## src/rtl/axi_arb_pkg.sv

```systemverilog
// AXI read-channel widths and the types shared by the ROM read arbiter and its
// round-robin picker.
`ifndef AXI_DEFINE_SVH
`define AXI_DEFINE_SVH
`define AXI_ADDR_BITS 32
`define AXI_DATA_BITS 32
`define AXI_LEN_BITS 4
`define AXI_SIZE_BITS 3
`define AXI_ID_BITS 4
`define AXI_IDS_BITS 8
`endif

package axi_arb_pkg;

    typedef enum logic [1:0] {
        IDLE = 2'd0,
        ADDR = 2'd1,
        DATA = 2'd2
    } arb_state_t;

    // Grant index of each master; also the routing bit carried in the slave-side ID.
    localparam logic GNT_M0 = 1'b0;
    localparam logic GNT_M1 = 1'b1;

endpackage

```

## src/rtl/rr_arbiter2.sv

```systemverilog
// Two-input round-robin pick: a lone requester wins, a tie goes to the master
// that was not granted last.
module rr_arbiter2
    import axi_arb_pkg::*;
(
    input  logic [1:0] req,
    input  logic       last_grant,
    output logic       grant
);

    always_comb begin
        grant = GNT_M0;
        if (req == 2'b11) begin
            grant = ~last_grant;
        end else if (req[1]) begin
            grant = GNT_M1;
        end
    end

endmodule

```

## src/rtl/rom_read_arbiter.sv

```systemverilog
// Two-master AXI read arbiter in front of the boot ROM: round-robin grant held for
// a whole burst, combinational AR/R forwarding, sticky RLAST position check.
module rom_read_arbiter
    import axi_arb_pkg::*;
(
    input  logic                      clk,
    input  logic                      rst,
    input  logic [`AXI_ID_BITS-1:0]   ARID_M0,
    input  logic [`AXI_ADDR_BITS-1:0] ARADDR_M0,
    input  logic [`AXI_LEN_BITS-1:0]  ARLEN_M0,
    input  logic [`AXI_SIZE_BITS-1:0] ARSIZE_M0,
    input  logic [1:0]                ARBURST_M0,
    input  logic                      ARVALID_M0,
    output logic                      ARREADY_M0,
    output logic [`AXI_ID_BITS-1:0]   RID_M0,
    output logic [`AXI_DATA_BITS-1:0] RDATA_M0,
    output logic [1:0]                RRESP_M0,
    output logic                      RLAST_M0,
    output logic                      RVALID_M0,
    input  logic                      RREADY_M0,
    input  logic [`AXI_ID_BITS-1:0]   ARID_M1,
    input  logic [`AXI_ADDR_BITS-1:0] ARADDR_M1,
    input  logic [`AXI_LEN_BITS-1:0]  ARLEN_M1,
    input  logic [`AXI_SIZE_BITS-1:0] ARSIZE_M1,
    input  logic [1:0]                ARBURST_M1,
    input  logic                      ARVALID_M1,
    output logic                      ARREADY_M1,
    output logic [`AXI_ID_BITS-1:0]   RID_M1,
    output logic [`AXI_DATA_BITS-1:0] RDATA_M1,
    output logic [1:0]                RRESP_M1,
    output logic                      RLAST_M1,
    output logic                      RVALID_M1,
    input  logic                      RREADY_M1,
    output logic [`AXI_IDS_BITS-1:0]  ARID_S,
    output logic [`AXI_ADDR_BITS-1:0] ARADDR_S,
    output logic [`AXI_LEN_BITS-1:0]  ARLEN_S,
    output logic [`AXI_SIZE_BITS-1:0] ARSIZE_S,
    output logic [1:0]                ARBURST_S,
    output logic                      ARVALID_S,
    input  logic                      ARREADY_S,
    input  logic [`AXI_IDS_BITS-1:0]  RID_S,
    input  logic [`AXI_DATA_BITS-1:0] RDATA_S,
    input  logic [1:0]                RRESP_S,
    input  logic                      RLAST_S,
    input  logic                      RVALID_S,
    output logic                      RREADY_S,
    output logic                      rlast_err,
    output arb_state_t                state_dbg
);

    // Handshakes: a transfer happens on a rising edge where VALID and READY are
    // both high; VALID never depends on READY and holds its payload until taken.

    localparam int                     PAD_BITS = `AXI_IDS_BITS - `AXI_ID_BITS - 1;
    localparam logic [`AXI_LEN_BITS-1:0] BEAT_ONE = 1;

    arb_state_t               state_q, state_d;
    logic                     grant_q, last_grant_q, pick;
    logic [`AXI_LEN_BITS-1:0] beat_cnt_q, len_q;
    logic                     rlast_err_q;
    logic                     ar_hs, r_hs, rid_bad;
    logic                     unused_rid_hi;

    rr_arbiter2 u_rr (
        .req        ({ARVALID_M1, ARVALID_M0}),
        .last_grant (last_grant_q),
        .grant      (pick)
    );

    assign ar_hs         = (state_q == ADDR) && ARVALID_S && ARREADY_S;
    assign r_hs          = (state_q == DATA) && RVALID_S && RREADY_S;
    assign rid_bad       = (state_q == DATA) && RVALID_S && (RID_S[`AXI_ID_BITS] != grant_q);
    assign unused_rid_hi = ^RID_S[`AXI_IDS_BITS-1:`AXI_ID_BITS+1];
    assign rlast_err     = rlast_err_q;
    assign state_dbg     = state_q;

    always_comb begin
        state_d = state_q;
        case (state_q)
            IDLE:    if (ARVALID_M0 || ARVALID_M1) state_d = ADDR;
            ADDR:    if (ar_hs) state_d = DATA;
            DATA:    if (r_hs && RLAST_S) state_d = IDLE;
            default: state_d = IDLE;
        endcase
    end

    // AR/R muxing; everything not owned by the current grant is driven to zero.
    always_comb begin
        ARID_S     = '0;
        ARADDR_S   = '0;
        ARLEN_S    = '0;
        ARSIZE_S   = '0;
        ARBURST_S  = '0;
        ARVALID_S  = 1'b0;
        ARREADY_M0 = 1'b0;
        ARREADY_M1 = 1'b0;
        RREADY_S   = 1'b0;
        RID_M0     = '0;
        RDATA_M0   = '0;
        RRESP_M0   = '0;
        RLAST_M0   = 1'b0;
        RVALID_M0  = 1'b0;
        RID_M1     = '0;
        RDATA_M1   = '0;
        RRESP_M1   = '0;
        RLAST_M1   = 1'b0;
        RVALID_M1  = 1'b0;
        if (state_q == ADDR) begin
            if (grant_q == GNT_M1) begin
                ARID_S     = {{PAD_BITS{1'b0}}, GNT_M1, ARID_M1};
                ARADDR_S   = ARADDR_M1;
                ARLEN_S    = ARLEN_M1;
                ARSIZE_S   = ARSIZE_M1;
                ARBURST_S  = ARBURST_M1;
                ARVALID_S  = ARVALID_M1;
                ARREADY_M1 = ARREADY_S;
            end else begin
                ARID_S     = {{PAD_BITS{1'b0}}, GNT_M0, ARID_M0};
                ARADDR_S   = ARADDR_M0;
                ARLEN_S    = ARLEN_M0;
                ARSIZE_S   = ARSIZE_M0;
                ARBURST_S  = ARBURST_M0;
                ARVALID_S  = ARVALID_M0;
                ARREADY_M0 = ARREADY_S;
            end
        end
        if (state_q == DATA) begin
            // A stray RID routing bit is flagged, but data still follows the grant.
            if (grant_q == GNT_M1) begin
                RREADY_S  = RREADY_M1;
                RID_M1    = RID_S[`AXI_ID_BITS-1:0];
                RDATA_M1  = RDATA_S;
                RRESP_M1  = RRESP_S;
                RLAST_M1  = RLAST_S;
                RVALID_M1 = RVALID_S;
            end else begin
                RREADY_S  = RREADY_M0;
                RID_M0    = RID_S[`AXI_ID_BITS-1:0];
                RDATA_M0  = RDATA_S;
                RRESP_M0  = RRESP_S;
                RLAST_M0  = RLAST_S;
                RVALID_M0 = RVALID_S;
            end
        end
    end

    always_ff @(posedge clk) begin
        if (rst) begin
            state_q      <= IDLE;
            grant_q      <= GNT_M0;
            last_grant_q <= GNT_M1;
            beat_cnt_q   <= '0;
            len_q        <= '0;
            rlast_err_q  <= 1'b0;
        end else begin
            state_q <= state_d;
            if (state_q == IDLE && (ARVALID_M0 || ARVALID_M1)) begin
                grant_q <= pick;
            end
            if (ar_hs) begin
                len_q      <= ARLEN_S;
                beat_cnt_q <= '0;
            end
            if (r_hs) begin
                beat_cnt_q <= beat_cnt_q + BEAT_ONE;
                if (RLAST_S != (beat_cnt_q == len_q)) begin
                    rlast_err_q <= 1'b1;
                end
                if (RLAST_S) begin
                    last_grant_q <= grant_q;
                end
            end
            if (rid_bad) begin
                rlast_err_q <= 1'b1;
            end
        end
    end

endmodule

```

## config.mk

```make
export PLATFORM = sky130hd
export DESIGN_NAME = rom_read_arbiter
export DESIGN_NICKNAME = d
export VERILOG_FILES = /design/src/rtl/axi_arb_pkg.sv /design/src/rtl/rr_arbiter2.sv /design/src/rtl/rom_read_arbiter.sv
export SDC_FILE = /design/constraint.sdc
export NUM_CORES = 1
export LEC_CHECK = 0
export BUFFER_PORTS_ARGS = -buffer_cell sky130_fd_sc_hd__clkbuf_2
export CAP_MARGIN = 20
export CORE_AREA = 3 3 107 109
export CTS_BUF_LIST = sky130_fd_sc_hd__clkbuf_2
export CTS_CLUSTER_SIZE = 20
export DETAILED_ROUTE_END_ITERATION = 8
export DIE_AREA = 0 0 110 112
export PLACE_DENSITY = 0.54
export SETUP_SLACK_MARGIN = 0.2
export SLEW_MARGIN = 20
export SYNTH_ARGS = -nofsm -noshare
export SYNTH_HDL_FRONTEND = slang
export SYNTH_HIERARCHICAL = 1
export SYNTH_SLANG_ARGS = --single-unit
```

## constraint.sdc

```tcl
create_clock -name clk -period 3.3 [get_ports clk]
set_input_delay 0.66 -clock clk [delete_from_list [all_inputs] [get_ports clk]]
set_output_delay 0.66 -clock clk [all_outputs]
set_load 0.1 [all_outputs]
```

Word-level counts from Yosys, hierarchy flattened
Cells that the tools add are included.
- register bits: 13
- output and inout port bits: 136
- word-level logic and storage cells: 81
- $add $sub $neg: 1
- eq/ne operators: 9
- muxes and demuxes: 49
- bitwise gates (word level): 1
- reduce and logical (&&, ||, !) cells: 15
- operator list (operator ; number):
    two-way mux 32 bit ; 6
    two-way mux 4 bit ; 8
    two-way mux 1 bit ; 21
    two-way mux 2 bit ; 9
    two-way mux 5 bit ; 2
    logical AND 1 bit ; 7
    two-way mux 3 bit ; 2
    inequality test 2 bit, second input constant ; 3
    one-hot mux 2 bit (3 select lines) ; 1
    nonzero test 2 bit ; 3
    adder 4 x 1 -> 4 bit, second input constant ; 1
    equality test 2 bit, second input constant ; 2
    equality test 4 bit ; 1
    AND reduction 2 bit ; 2
    AND reduction 3 bit ; 1
    equality test 2 x 1 -> 1 bit, second input constant ; 1
    zero test 2 bit ; 1
    inequality test 1 bit ; 2
    logical OR 1 bit ; 1
    NOT 1 bit ; 1

Logic depth before layout (Yosys ltp)
- depth in word-level cells: 6
- mapped depth: 6

By module
The synthesis kept the hierarchy.
- by module, submodules not included (module ; times used ; cells an instance ; area an instance (um^2) ; sequential area each (um^2)):
    rom_read_arbiter ; 1 ; 284 ; 1958.1 ; 260.2
    rr_arbiter2 ; 1 ; 1 ; 11.3 ; 0.0

Worst setup path before layout
No wires, ideal clock.
- path type: reg-to-output
- start point: reg state_q[0], in the netlist state_dbg[0]
- end point: out ARADDR_S[0]
- arrival: 2854 ps
- data required time: 2640 ps
- path slack: -214 ps
- cell stages (with the launch flop): 5
- cell sequence: dfxtp_1 nand2b_1 buf_2 buf_1 nor2_1
- longest elaborated chain between the ends: 2
- RTL lines (element ; RTL line ; source):
    from (decl) ; rom_read_arbiter.sv:57 ; arb_state_t state_q, state_d;
    from (signal assigned) ; rom_read_arbiter.sv:156 ; state_q <= state_d;
    equality test 2 x 1 -> 1 bit ; rom_read_arbiter.sv:108 ; if (state_q == ADDR) begin
    two-way mux 32 bit ; rom_read_arbiter.sv:108 ;
    to (decl) ; rom_read_arbiter.sv:35 ; output logic [`AXI_ADDR_BITS-1:0] ARADDR_S,
Every way passes these cells.

Final worst setup path
- start point: reg state_q[0], in the netlist state_dbg[0]
- end point: out RDATA_M0[9]
- longest elaborated chain between the ends: 2
- RTL lines (element ; RTL line ; source):
    equality test 2 bit ; rom_read_arbiter.sv:127 ; if (state_q == DATA) begin
    two-way mux 32 bit ; rom_read_arbiter.sv:127 ;
    to (decl) ; rom_read_arbiter.sv:16 ; output logic [`AXI_DATA_BITS-1:0] RDATA_M0,
Every way passes these cells.

==> impl_metrics.toml <==
[critical_path]
crit_path_start_kind = "flop"
cp.arrival_ns = 2.24
critPathKind = "flop to primary output"
cp.required_ns = 2.64
path_max_fanout = 50
end_kind = "primary output"

[pwr]
intPower_w = 0.0003517
sw_frac_of_total = 0.6722
p_comb_frac = 0.760
power_leakage_nw = 2.110
p_clk_frac = 0.081
ir_worst_vdd_mv = 0.1564
netSwitchingPower_w = 0.0007212
power_frac_seq = 0.159
powerDensity_nw_per_um2 = 308.1

[placed_design]
place_inst = 668
place_congestion = 0.8096
dp_hpwl_um = 7580
portBuffers = 270
placed_area_um2 = 3458

[sta]
setup_viol = 0
finalCriticalPeriod_ns = 2.899
fin_skew_ns = 0.006309
worst_hold_slack_ns = 0.4908
max_freq_mhz = 345.0
fin_crit_sh = 0.8784
maxSlewViolCount = 0
slew_headroom = 0.5874
tightest_slew_ns = 0.6176
final-hold-violation-count = 0
rsz0062_at_grt = "false"

[worst_hold_path]
hold_class = "flop to flop"

[cts]
clk_latency_ns = 0.28
cts-buffers-inserted = 3
clk_pin_slew_ns = 0.15
clockBufferDepth = 2
cts.sinks = 13
h-tree-depth = 1
cts_tree = "built"
cts-root-buf = "clkbuf_2"

[layout]
regArea_um2 = 264.0
syn_to_final_growth_pct = 76.81
layout_common_cells = "273 x clkbuf_2, 54 x nor2_1, 50 x and3_2"
fin_nets = 675
multi_input_area_um2 = 1618
fin_area_um2 = 3482
final_common_cell = "clkbuf_2"
layout.cells.non_filler = 672
diodes = 0
fillers = 1171
drive_above_1_share = 0.6372

[yosys]
synth_area_leaders = "and3_1 25%, mux2i_1 24%, dfxtp_1 13%"
syn_inst = 285
yosys.area.top_type = "and3_1"
yosys_register_bits = 13
syn-cell-area_um2 = 1969
syn_area_per_cell_um2 = 6.910
yosysWarnings = 6
synthDistinctLibCells = 36
synth_seq_area_share = 0.1321
synth_top_area_share = 0.2541

[routing]
dr.pass1.iters = 4
vias_per_cell = 4.452
avgRoutedWirePerCell_um = 13.61
ant_nets = 0
dr.max_layer_used = "met4"
vias = 2992
drtIter0Drc = 135
drc = 0
drt-total-wl_um = 9144
met3_length_um = 1029
dr_wl_met2_um = 4460
met1_length_um = 3613

[die]
die_w_um = 110
coreArea_um2 = 10700
die_h_um = 112
row_count = 38
ios = 277
die_area_um2 = 12320
start_util = 0.1841

[outcome]
status = "completed"

[global_routing]
gr-total-overflow = 0
first_global_vias = 2752
grt_pass1_wl_um = 13210
grt_usage = 0.1301
grt_max_degree = 55
antenna_found_initial = 0

[run]
maxCapViolations = 0
==> layout make-up <==
cell class | instances | share of cell area
clock inverter | 1 | 0.001437
sequential | 13 | 0.07582
tap | 140 | 0.05031
clock buffer | 3 | 0.004312
multi-input combinational | 239 | 0.4646
inverter | 2 | 0.003234
timing repair buffer | 274 | 0.4003
==> Yosys cell counts <==
cell type and count:
a21boi_2 1, a21oi_1 7, a31oi_1 1, and2_1 2, and2b_1 1, and3_1 80
buf_1 4, buf_2 4, buf_4 7, buf_6 1, clkbuf_1 17, conb_1 1
dfxtp_1 13, ha_1 1, inv_1 2, mux2_2 1, mux2i_1 47, mux2i_4 1
nand2_1 10, nand2b_1 1, nand3_1 4, nand3b_1 2, nand4_1 3, nand4b_1 1
nor2_1 56, nor2_2 1, nor3_1 2, o211ai_1 1, o21a_1 1, o21ai_0 1
o21ba_2 1, o221ai_1 2, or2_1 1, or3_1 1, xnor2_1 4, xor2_1 2
==> per-layer routing <==
metal | global-route usage | up-vias
met5 | 0 | -
met4 | 0.01081 | 0
met3 | 0.01797 | 4
met2 | 0.2532 | 183
met1 | 0.1525 | 1313
li1 | - | 1492
==> final timing paths <==
| kind | from | end | slack (ns) | cells after the start |
|---|---|---|---|---|
| hold / removal | len_q[3] | len_q[3] | 0.49 | 2 |
| setup reg to reg | state_dbg[0] | rlast_err | 1.28 | 5 |
| setup / recovery | state_dbg[0] | RDATA_M0[9] | 0.40 | 4 |
| hold reg to reg | len_q[3] | len_q[3] | 0.49 | 2 |
==> what timing repair did <==
| action | in CTS | in global routing |
|---|---|---|
| setup buffers | 0 | 0 |
| gates resized for setup | 0 | 1 |
| setup endpoints to repair | 0 | 42 |
| hold buffers | 0 | 0 |
==> power groups by stage <==
stage          Combinational (W)  Clock (W)  Sequential [W]
4_1_cts                 0.000820  0.0000884        0.000170
3_5_place_dp            0.000818          0        0.000173
2_1_floorplan           0.000635          0        0.000185
5_1_grt                 0.000853  0.0000963        0.000172
6_report                0.000816  0.0000868        0.000170
3_3_place_gp            0.000813          0        0.000173
==> through the flow <==
step	setup slack [ns]	total power (W)	setup TNS [ns]	utilization
2_1_floorplan	-0.2143	0.0008195	-8.637	-
3_3_place_gp	0.6596	0.0009863	0	0.3233
3_5_place_dp	0.6227	0.0009913	0	0.3233
4_1_cts	0.2722	0.001078	0	0.3251
5_1_grt	0.2372	0.001121	0	0.3255
6_report	0.4014	0.001073	0	0.3255
==> flip-flops by register name, indices dropped and copies added (netlist names) <==
| register | count |
|---|---|
| state_dbg | 2 |
| grant_q | 1 |
| len_q | 4 |
| beat_cnt_q | 4 |
| last_grant_q | 1 |
| rlast_err | 1 |
==> worst max-delay path, cell delays in order, from the launching register on <==
cell and delay (ns):
dfxtp_1 0.41, and2b_2 0.59, buf_12 0.27, and3_2 0.21, clkbuf_2 0.45
==> cell families after synthesis <==
family	share of synthesized area
buf+inv	0.08640
other cells	0.001904
simple gates	0.4397
compound gates	0.05083
flops	0.1321
fa+ha+maj	0.006352
mux	0.2560
xor+xnor	0.02668
No activity file was read; power rests on OpenSTA's default activity.
